**src/rtl/squeeze_serializer_if.sv**
```systemverilog
// Handshake bundle for squeeze_serializer.
//   slave  : the serializer side (captures blocks, emits words)
//   master : the surrounding logic (permute stage upstream, word consumer downstream)
// Signals:
//   block_valid_i / block_ready_o : block handshake with the permute stage
//   rate_i, operation_mode_i, output_size_i : block payload
//   data_o, data_valid_o, data_ready_i, data_last_o : output word stream
//   data_keep_o : byte strobes, present only when OUTPUT_BYTE_KEEP_EN is defined
interface squeeze_serializer_if #(
   parameter int WORD_WIDTH = 64,
   parameter int RATE_WIDTH = 1344,
   parameter int SIZE_WIDTH = 32
);
   logic                    block_valid_i;
   logic                    block_ready_o;
   logic [RATE_WIDTH-1:0]   rate_i;
   logic [1:0]              operation_mode_i;
   logic [SIZE_WIDTH-1:0]   output_size_i;
   logic [WORD_WIDTH-1:0]   data_o;
   logic                    data_valid_o;
   logic                    data_ready_i;
   logic                    data_last_o;
`ifdef OUTPUT_BYTE_KEEP_EN
   logic [WORD_WIDTH/8-1:0] data_keep_o;
`endif

   modport slave (
      input  block_valid_i, rate_i, operation_mode_i, output_size_i, data_ready_i,
`ifdef OUTPUT_BYTE_KEEP_EN
      output data_keep_o,
`endif
      output block_ready_o, data_o, data_valid_o, data_last_o
   );

   modport master (
      output block_valid_i, rate_i, operation_mode_i, output_size_i, data_ready_i,
`ifdef OUTPUT_BYTE_KEEP_EN
      input  data_keep_o,
`endif
      input  block_ready_o, data_o, data_valid_o, data_last_o
   );
endinterface

```
**src/rtl/squeeze_serializer.sv**
```systemverilog
// squeeze_serializer: takes one squeezed rate block per handshake and streams
// it out as WORD_WIDTH-bit words, most significant word first. The final
// word of the digest is zero-masked below the remaining bit count and flagged
// with data_last_o. A block never yields more than its rate in words; when a
// block runs out before the digest does, the stage drops to IDLE for one
// cycle to take the next block.
//
// Ports:
//   clk  : clock, rising edge
//   rst  : synchronous active-low reset
//   bus  : squeeze_serializer_if.slave (block handshake + word stream)
//
// Mode encoding: 2'b01 = SHAKE128 (21 words/block), 2'b10 = SHAKE256
// (17 words/block); any other code is invalid and the block is dropped.
//
// Optional feature macro: OUTPUT_BYTE_KEEP_EN adds data_keep_o; keep bit
// NB-1 (MSB) covers the most significant byte of data_o.
//
// state | meaning
// IDLE  | ready for a block, no word on the bus
// EMIT  | presenting a word of the captured block
module squeeze_serializer #(
   parameter int WORD_WIDTH = 64,
   parameter int RATE_WIDTH = 1344,
   parameter int SIZE_WIDTH = 32
) (
   input logic                   clk,
   input logic                   rst,
   squeeze_serializer_if.slave   bus
);

   localparam int NB = WORD_WIDTH / 8;
   localparam logic [1:0] SHAKE128_MODE_VEC = 2'b01;
   localparam logic [1:0] SHAKE256_MODE_VEC = 2'b10;
   localparam logic [SIZE_WIDTH-1:0] W_BITS = SIZE_WIDTH'(WORD_WIDTH);

   typedef enum logic {IDLE, EMIT} state_t;

   state_t                  r_state;
   logic [RATE_WIDTH-1:0]   r_sr;
   logic [SIZE_WIDTH-1:0]   r_bits_left;
   logic [4:0]              r_word_cnt;
   logic [4:0]              r_words_in_block;
   logic                    r_block_ready;
   logic                    r_data_valid;
   logic                    r_data_last;
   logic [WORD_WIDTH-1:0]   r_data;
`ifdef OUTPUT_BYTE_KEEP_EN
   logic [NB-1:0]           r_data_keep;
`endif

   logic [RATE_WIDTH-1:0]   w_sr_shift;
   logic [SIZE_WIDTH-1:0]   w_bits_after;
   logic                    w_mode_ok;
   logic [4:0]              w_wib_new;

   // Keep only the upper 'bits' bits of a word; a full word passes through.
   function automatic logic [WORD_WIDTH-1:0] mask_word(
      input logic [WORD_WIDTH-1:0] word,
      input logic [SIZE_WIDTH-1:0] bits
   );
      if (bits >= W_BITS)
         return word;
      return word & ~({WORD_WIDTH{1'b1}} >> bits);
   endfunction

`ifdef OUTPUT_BYTE_KEEP_EN
   // ceil(bits/8) leading ones for a partial word.
   function automatic logic [NB-1:0] keep_for(input logic [SIZE_WIDTH-1:0] bits);
      logic [SIZE_WIDTH-1:0] n;
      if (bits >= W_BITS)
         return '1;
      n = (bits + SIZE_WIDTH'(7)) >> 3;
      return ~({NB{1'b1}} >> n);
   endfunction
`endif

   always_comb begin
      w_sr_shift   = {r_sr[RATE_WIDTH-WORD_WIDTH-1:0], {WORD_WIDTH{1'b0}}};
      w_bits_after = (r_bits_left > W_BITS) ? (r_bits_left - W_BITS) : '0;
      w_mode_ok    = 1'b1;
      w_wib_new    = 5'd21;
      case (bus.operation_mode_i)
         SHAKE128_MODE_VEC: w_wib_new = 5'd21;
         SHAKE256_MODE_VEC: w_wib_new = 5'd17;
         default:           w_mode_ok = 1'b0;
      endcase
   end

   // Outputs are registered, so each transition preloads the word that will
   // be presented in the next cycle (masked against the bits left then).
   always_ff @(posedge clk) begin
      if (!rst) begin
         r_state          <= IDLE;
         r_sr             <= '0;
         r_bits_left      <= '0;
         r_word_cnt       <= '0;
         r_words_in_block <= '0;
         r_block_ready    <= 1'b1;
         r_data_valid     <= 1'b0;
         r_data_last      <= 1'b0;
         r_data           <= '0;
`ifdef OUTPUT_BYTE_KEEP_EN
         r_data_keep      <= '0;
`endif
      end else begin
         case (r_state)
            IDLE: begin
               // Invalid mode or empty request: handshake completes, block dropped.
               if (bus.block_valid_i && w_mode_ok && (bus.output_size_i != '0)) begin
                  r_sr             <= bus.rate_i;
                  r_bits_left      <= bus.output_size_i;
                  r_words_in_block <= w_wib_new;
                  r_word_cnt       <= '0;
                  r_data           <= mask_word(bus.rate_i[RATE_WIDTH-1 -: WORD_WIDTH],
                                                bus.output_size_i);
                  r_data_last      <= (bus.output_size_i <= W_BITS);
`ifdef OUTPUT_BYTE_KEEP_EN
                  r_data_keep      <= keep_for(bus.output_size_i);
`endif
                  r_data_valid     <= 1'b1;
                  r_block_ready    <= 1'b0;
                  r_state          <= EMIT;
               end
            end
            EMIT: begin
               if (bus.data_ready_i) begin
                  r_sr        <= w_sr_shift;
                  r_bits_left <= w_bits_after;
                  r_word_cnt  <= r_word_cnt + 5'd1;
                  if (r_data_last || (r_word_cnt == r_words_in_block - 5'd1)) begin
                     r_state       <= IDLE;
                     r_data_valid  <= 1'b0;
                     r_block_ready <= 1'b1;
                     r_data_last   <= 1'b0;
                     r_data        <= '0;
`ifdef OUTPUT_BYTE_KEEP_EN
                     r_data_keep   <= '0;
`endif
                  end else begin
                     r_data      <= mask_word(w_sr_shift[RATE_WIDTH-1 -: WORD_WIDTH],
                                              w_bits_after);
                     r_data_last <= (w_bits_after <= W_BITS);
`ifdef OUTPUT_BYTE_KEEP_EN
                     r_data_keep <= keep_for(w_bits_after);
`endif
                  end
               end
            end
            default: r_state <= IDLE;
         endcase
      end
   end

   assign bus.block_ready_o = r_block_ready;
   assign bus.data_valid_o  = r_data_valid;
   assign bus.data_last_o   = r_data_last;
   assign bus.data_o        = r_data;
`ifdef OUTPUT_BYTE_KEEP_EN
   assign bus.data_keep_o   = r_data_keep;
`endif

endmodule

```
**src/flat_wrapper.sv**
```systemverilog
// flat-port wrapper written by rule: the top's interface ports become plain ports
module squeeze_serializer_flat 
#(
   parameter int WORD_WIDTH = 64,
   parameter int RATE_WIDTH = 1344,
   parameter int SIZE_WIDTH = 32
)
  (clk, rst, bus_block_valid_i, bus_rate_i, bus_operation_mode_i, bus_output_size_i, bus_data_ready_i, bus_block_ready_o, bus_data_o, bus_data_valid_o, bus_data_last_o);
  squeeze_serializer_if #(.WORD_WIDTH(WORD_WIDTH), .RATE_WIDTH(RATE_WIDTH), .SIZE_WIDTH(SIZE_WIDTH)) bus_i ();
  input logic clk;
  input logic rst;
  input wire logic [$bits(bus_i.block_valid_i)-1:0] bus_block_valid_i;
  input wire logic [$bits(bus_i.rate_i)-1:0] bus_rate_i;
  input wire logic [$bits(bus_i.operation_mode_i)-1:0] bus_operation_mode_i;
  input wire logic [$bits(bus_i.output_size_i)-1:0] bus_output_size_i;
  input wire logic [$bits(bus_i.data_ready_i)-1:0] bus_data_ready_i;
  output wire logic [$bits(bus_i.block_ready_o)-1:0] bus_block_ready_o;
  output wire logic [$bits(bus_i.data_o)-1:0] bus_data_o;
  output wire logic [$bits(bus_i.data_valid_o)-1:0] bus_data_valid_o;
  output wire logic [$bits(bus_i.data_last_o)-1:0] bus_data_last_o;
  assign bus_i.block_valid_i = bus_block_valid_i;
  assign bus_i.rate_i = bus_rate_i;
  assign bus_i.operation_mode_i = bus_operation_mode_i;
  assign bus_i.output_size_i = bus_output_size_i;
  assign bus_i.data_ready_i = bus_data_ready_i;
  assign bus_block_ready_o = bus_i.block_ready_o;
  assign bus_data_o = bus_i.data_o;
  assign bus_data_valid_o = bus_i.data_valid_o;
  assign bus_data_last_o = bus_i.data_last_o;
  squeeze_serializer #(.WORD_WIDTH(WORD_WIDTH), .RATE_WIDTH(RATE_WIDTH), .SIZE_WIDTH(SIZE_WIDTH)) u_core (.clk(clk), .rst(rst), .bus(bus_i));
endmodule
```
**config.mk**
```make
export PLATFORM = sky130hd
export DESIGN_NAME = squeeze_serializer_flat
export DESIGN_NICKNAME = d
export VERILOG_FILES = /design/src/rtl/squeeze_serializer_if.sv /design/src/rtl/squeeze_serializer.sv /design/src/flat_wrapper.sv
export SDC_FILE = /design/constraint.sdc
export NUM_CORES = 2
export LEC_CHECK = 0
export BUFFER_PORTS_ARGS = -buffer_cell sky130_fd_sc_hd__buf_2
export CAP_MARGIN = 40
export CORE_AREA = 5 5 562 564
export CTS_BUF_LIST = sky130_fd_sc_hd__clkbuf_4 sky130_fd_sc_hd__clkbuf_8 sky130_fd_sc_hd__clkbuf_16
export DETAILED_ROUTE_END_ITERATION = 16
export DIE_AREA = 0 0 567 569
export PLACE_DENSITY = 0.45
export SETUP_SLACK_MARGIN = 0.1
export SYNTH_ARGS = -nofsm -noshare
export SYNTH_HDL_FRONTEND = slang
export SYNTH_SLANG_ARGS = --single-unit
```
**constraint.sdc**
```tcl
create_clock -name clk -period 3.8 [get_ports clk]
set_input_delay 0.76 -clock clk [delete_from_list [all_inputs] [get_ports clk]]
set_output_delay 0.76 -clock clk [all_outputs]
set_load 0.02 [all_outputs]
```
==> summary.txt <==
Synth
  • Syn nets: 7,920
  • Mapped Area: 61,060 µm²
  • Register bit total from synthesis: 1,387
  • Asr flop ratio synth: 0%
  • EDFF count, synth: 0
  • Syn. warnings: 0
  • Main synth FF type: dfxtp_1
  • Seq/Total Area, Yosys: 45.47%
  • Synth unique cells: 69
  • Cells after Synth: 6,532
  • Syn Area/Cell: 9.348 µm²

Drt
  • DRT iter0 DRCs: 3,947
  • DR WL/cell: 27.48 µm
  • DR DRC count: 0
  • TritonRoute pass-1 iters: 7
  • Drt total wl: 331.8 mm
  • Vias/cell: 4.657
  • Via count: 56,238
  • Antenna Violating Nets Remaining: 0

Die
  • Initial core utilization: 19.67%
  • I/O pin cnt: 1,449
  • Chip width: 567 µm
  • DIE AREA: 322,600 µm²
  • Core area: 310,400 µm²
  • Row cnt: 205
  • Die height: 569 µm

Placed design
  • Port Buffers: 1,448
  • Dpl hpwl: 266.0 mm
  • Worst slack at placement: 0.07464 ns
  • Gpl congestion: 0.9204

STA
  • Period utilization: 93.50%
  • Pins Over Slew Limit: 0
  • Total Neg Setup Slack: 0 ns
  • Fmax: 281.4 MHz
  • Worst slew pin tran: 0.9913 ns
  • Crit path time final: 3.553 ns
  • Fin. Hold Viols: 0
  • Clock Skews: 0.06620 ns
  • RSZ-0062 raised after global routing: true
  • Final Setup Violations: 0
  • Relative slew slack: 33.91%
  • Setup ws final: 0.2468 ns
  • Hold WS: 0.1706 ns

Min path
  • Hold WC Path Type: input pin to register

Global routing
  • Vias in the first global route: 54,959
  • Congestion Overflow GR: 0
  • Largest net degree at the start of global routing: 139
  • First-pass GRT wire length: 445.9 mm
  • Initial antenna violation count: 300
  • Global Route Usage Sum: 19.40%

Power
  • VDD IR max: 0.0003057 V
  • PwrDens: 538.9 nW/µm²
  • Leak: 0.02986 µW

Finish
  • Share of cells above drive strength 1: 25.33%
  • Post-layout util: 25.62%
  • Area growth syn-to-layout: 30.24%
  • Final nets: 9,110

Clocking
  • CTS Buf Count: 177
  • Clk sinks: 1,387
  • Skew-Pair Late Insertion Delay: 0.85 ns
  • Hold buffer count at CTS: 0
  • Clock H-tree levels: 4
  • Clock root cell: clkbuf_16
  • Clock slew at reported path FFs: 0.06 ns
  • Max clock buf depth: 4
  • CTS tree: built

Worst setup path
  • Required time worst endpoint: 4.45 ns
  • Startpoint types: register
  • Setup CP Type: register to register
  • CP Capture Type: register
  • CP max FO: 15
  • CP arrival: 4.21 ns

Run
  • Max-Cap Viols: 0

Status
  • Status: completed
[state kept, by name, indices dropped and copies added, names as in the netlist]
register                  cells
u_core.r_words_in_block       2
u_core.bus.block_ready_o      1
u_core.bus.data_valid_o       1
u_core.r_sr                1280
u_core.r_word_cnt             5
u_core.r_bits_left           32
u_core.bus.data_last_o        1
u_core.bus.data_o            64
u_core.r_state                1
[cell usage in the layout (no fill, tap or decap), types with 8 or more instances in the layout]
cell type | synthesis | routed
a22oi_1 | 12 | 12
diode_2 | 0 | 89
nor4_1 | 18 | 16
buf_2 | 9 | 1449
a22o_1 | 47 | 47
inv_1 | 18 | 18
o21ai_0 | 101 | 101
o21a_1 | 8 | 8
nor2_1 | 1306 | 1303
a21oi_1 | 99 | 99
clkbuf_4 | 0 | 43
o211ai_1 | 46 | 46
or3_1 | 8 | 8
nand2_1 | 91 | 89
mux2i_1 | 1216 | 1216
buf_12 | 0 | 54
buf_4 | 0 | 149
nand4_1 | 20 | 20
dfxtp_1 | 1387 | 1386
nor3_1 | 30 | 28
a31oi_1 | 55 | 54
clkbuf_8 | 0 | 35
nand3_1 | 60 | 60
a211oi_1 | 1226 | 1226
clkbuf_16 | 0 | 181
clkinv_2 | 0 | 21
xnor2_1 | 9 | 9
[critical path: stages, from the launching register on]
cell,delay (ns)
dfxtp_1,0.31
inv_1,0.20
ha_1,0.21
nor3b_1,0.18
buf_4,0.23
nand3_1,0.12
or4_1,0.46
a2111o_1,0.48
nor4_4,0.22
buf_12,0.19
nand3b_1,0.12
buf_4,0.19
o311ai_2,0.35
a31oi_1,0.13
[where the power goes]
part	leakage, µW	internal [µW]	switching [µW]
Sequential	0.0115	16200	1500
Combinational	0.0155	3180	4760
Clock	0.00294	10200	7000
Total	0.0299	29600	13300
[area by class of cell]
class                      count  area [µm²]
clock buffer                 259        5334
fill                       33744      230800
inverter                      20       82.58
multi-input combinational   4482       30890
clock inverter                46       538.0
sequential                  1387       27770
tap                         4140        5180
timing repair buffer        1654        9507
antenna                       89       222.7
[routing by layer]
metal / global-route usage (%) / vias to the layer above / share of wire [%]
met2: 34.30 / 2125 / 49
met5: 0 / - / 0.34
li1: - / 26575 / -
met4: 4.863 / 180 / 3.1
met1: 23.11 / 26652 / 40
met3: 5.383 / 706 / 7.3
[synth_stat cells (all sizes together) (3+ instances only)]
cell type | number | area, µm²
a211oi | 1226 | 9204
a21oi | 99 | 495.5
a221oi | 3 | 26.28
a222oi | 3 | 30.03
a22o | 47 | 411.6
a22oi | 12 | 90.09
a311oi | 4 | 35.03
a31oi | 55 | 344.1
a32oi | 5 | 43.79
and2 | 8 | 50.05
and3 | 6 | 37.54
buf | 12 | 56.30
clkbuf | 631 | 2369
dfxtp | 1387 | 27770
ha | 6 | 75.07
inv | 19 | 71.31
mux2i | 1216 | 12170
nand2 | 91 | 341.6
nand2b | 5 | 31.28
nand3 | 60 | 300.3
nand3b | 5 | 37.54
nand4 | 20 | 125.1
nor2 | 1306 | 4902
nor2b | 5 | 31.28
nor3 | 30 | 150.1
nor3b | 3 | 22.52
nor4 | 23 | 192.7
o2111ai | 5 | 43.79
o211ai | 46 | 345.3
o21a | 8 | 60.06
o21ai | 106 | 530.5
o22ai | 5 | 31.28
o2bb2ai | 3 | 26.28
o311ai | 9 | 78.82
o31ai | 3 | 22.52
or2 | 5 | 31.28
or3 | 8 | 50.05
or4 | 5 | 41.29
xnor2 | 9 | 78.83
xor2 | 7 | 61.31
[cell families after synthesis]
group / share of synthesized area, %
buf+inv: 4.094
flops: 45.47
fa+ha+maj: 0.1229
mux: 19.93
xor+xnor: 0.2295
simple gates: 10.51
compound gates: 19.64
[per-stage QoR]
| step | cells | cell area, µm² | total power [µW] |
|---|---|---|---|
| 3_3_place_gp | 11675 | 73290 | 25880 |
| 6_report | 12077 | 79520 | 42860 |
| 4_1_cts | 11988 | 79290 | 43510 |
| 3_5_place_dp | 11683 | 73410 | 26040 |
| 2_1_floorplan | 6532 | 61060 | 22170 |
| 5_1_grt | 12027 | 79400 | 44800 |
[path summary, 6_finish.rpt]
| check | start | end | slack (ns) | cells past startpoint |
|---|---|---|---|---|
| min | bus_rate_i[0] | u_core.r_sr[0] | 0.17 | 2 |
| max | u_core.r_bits_left[6] | u_core.bus.data_o[51] | 0.25 | 13 |
| max reg2reg | u_core.r_bits_left[6] | u_core.bus.data_o[51] | 0.25 | 13 |
| min reg2reg | u_core.bus.block_ready_o | u_core.bus.block_ready_o | 0.44 | 2 |
[what timing repair did]
action                                  in CTS  in global routing
resized for setup                            0                  3
buffers inserted                             0                  0
endpoints found under the setup margin       0                  3
Note: power is estimated with default switching activity, not from simulation.
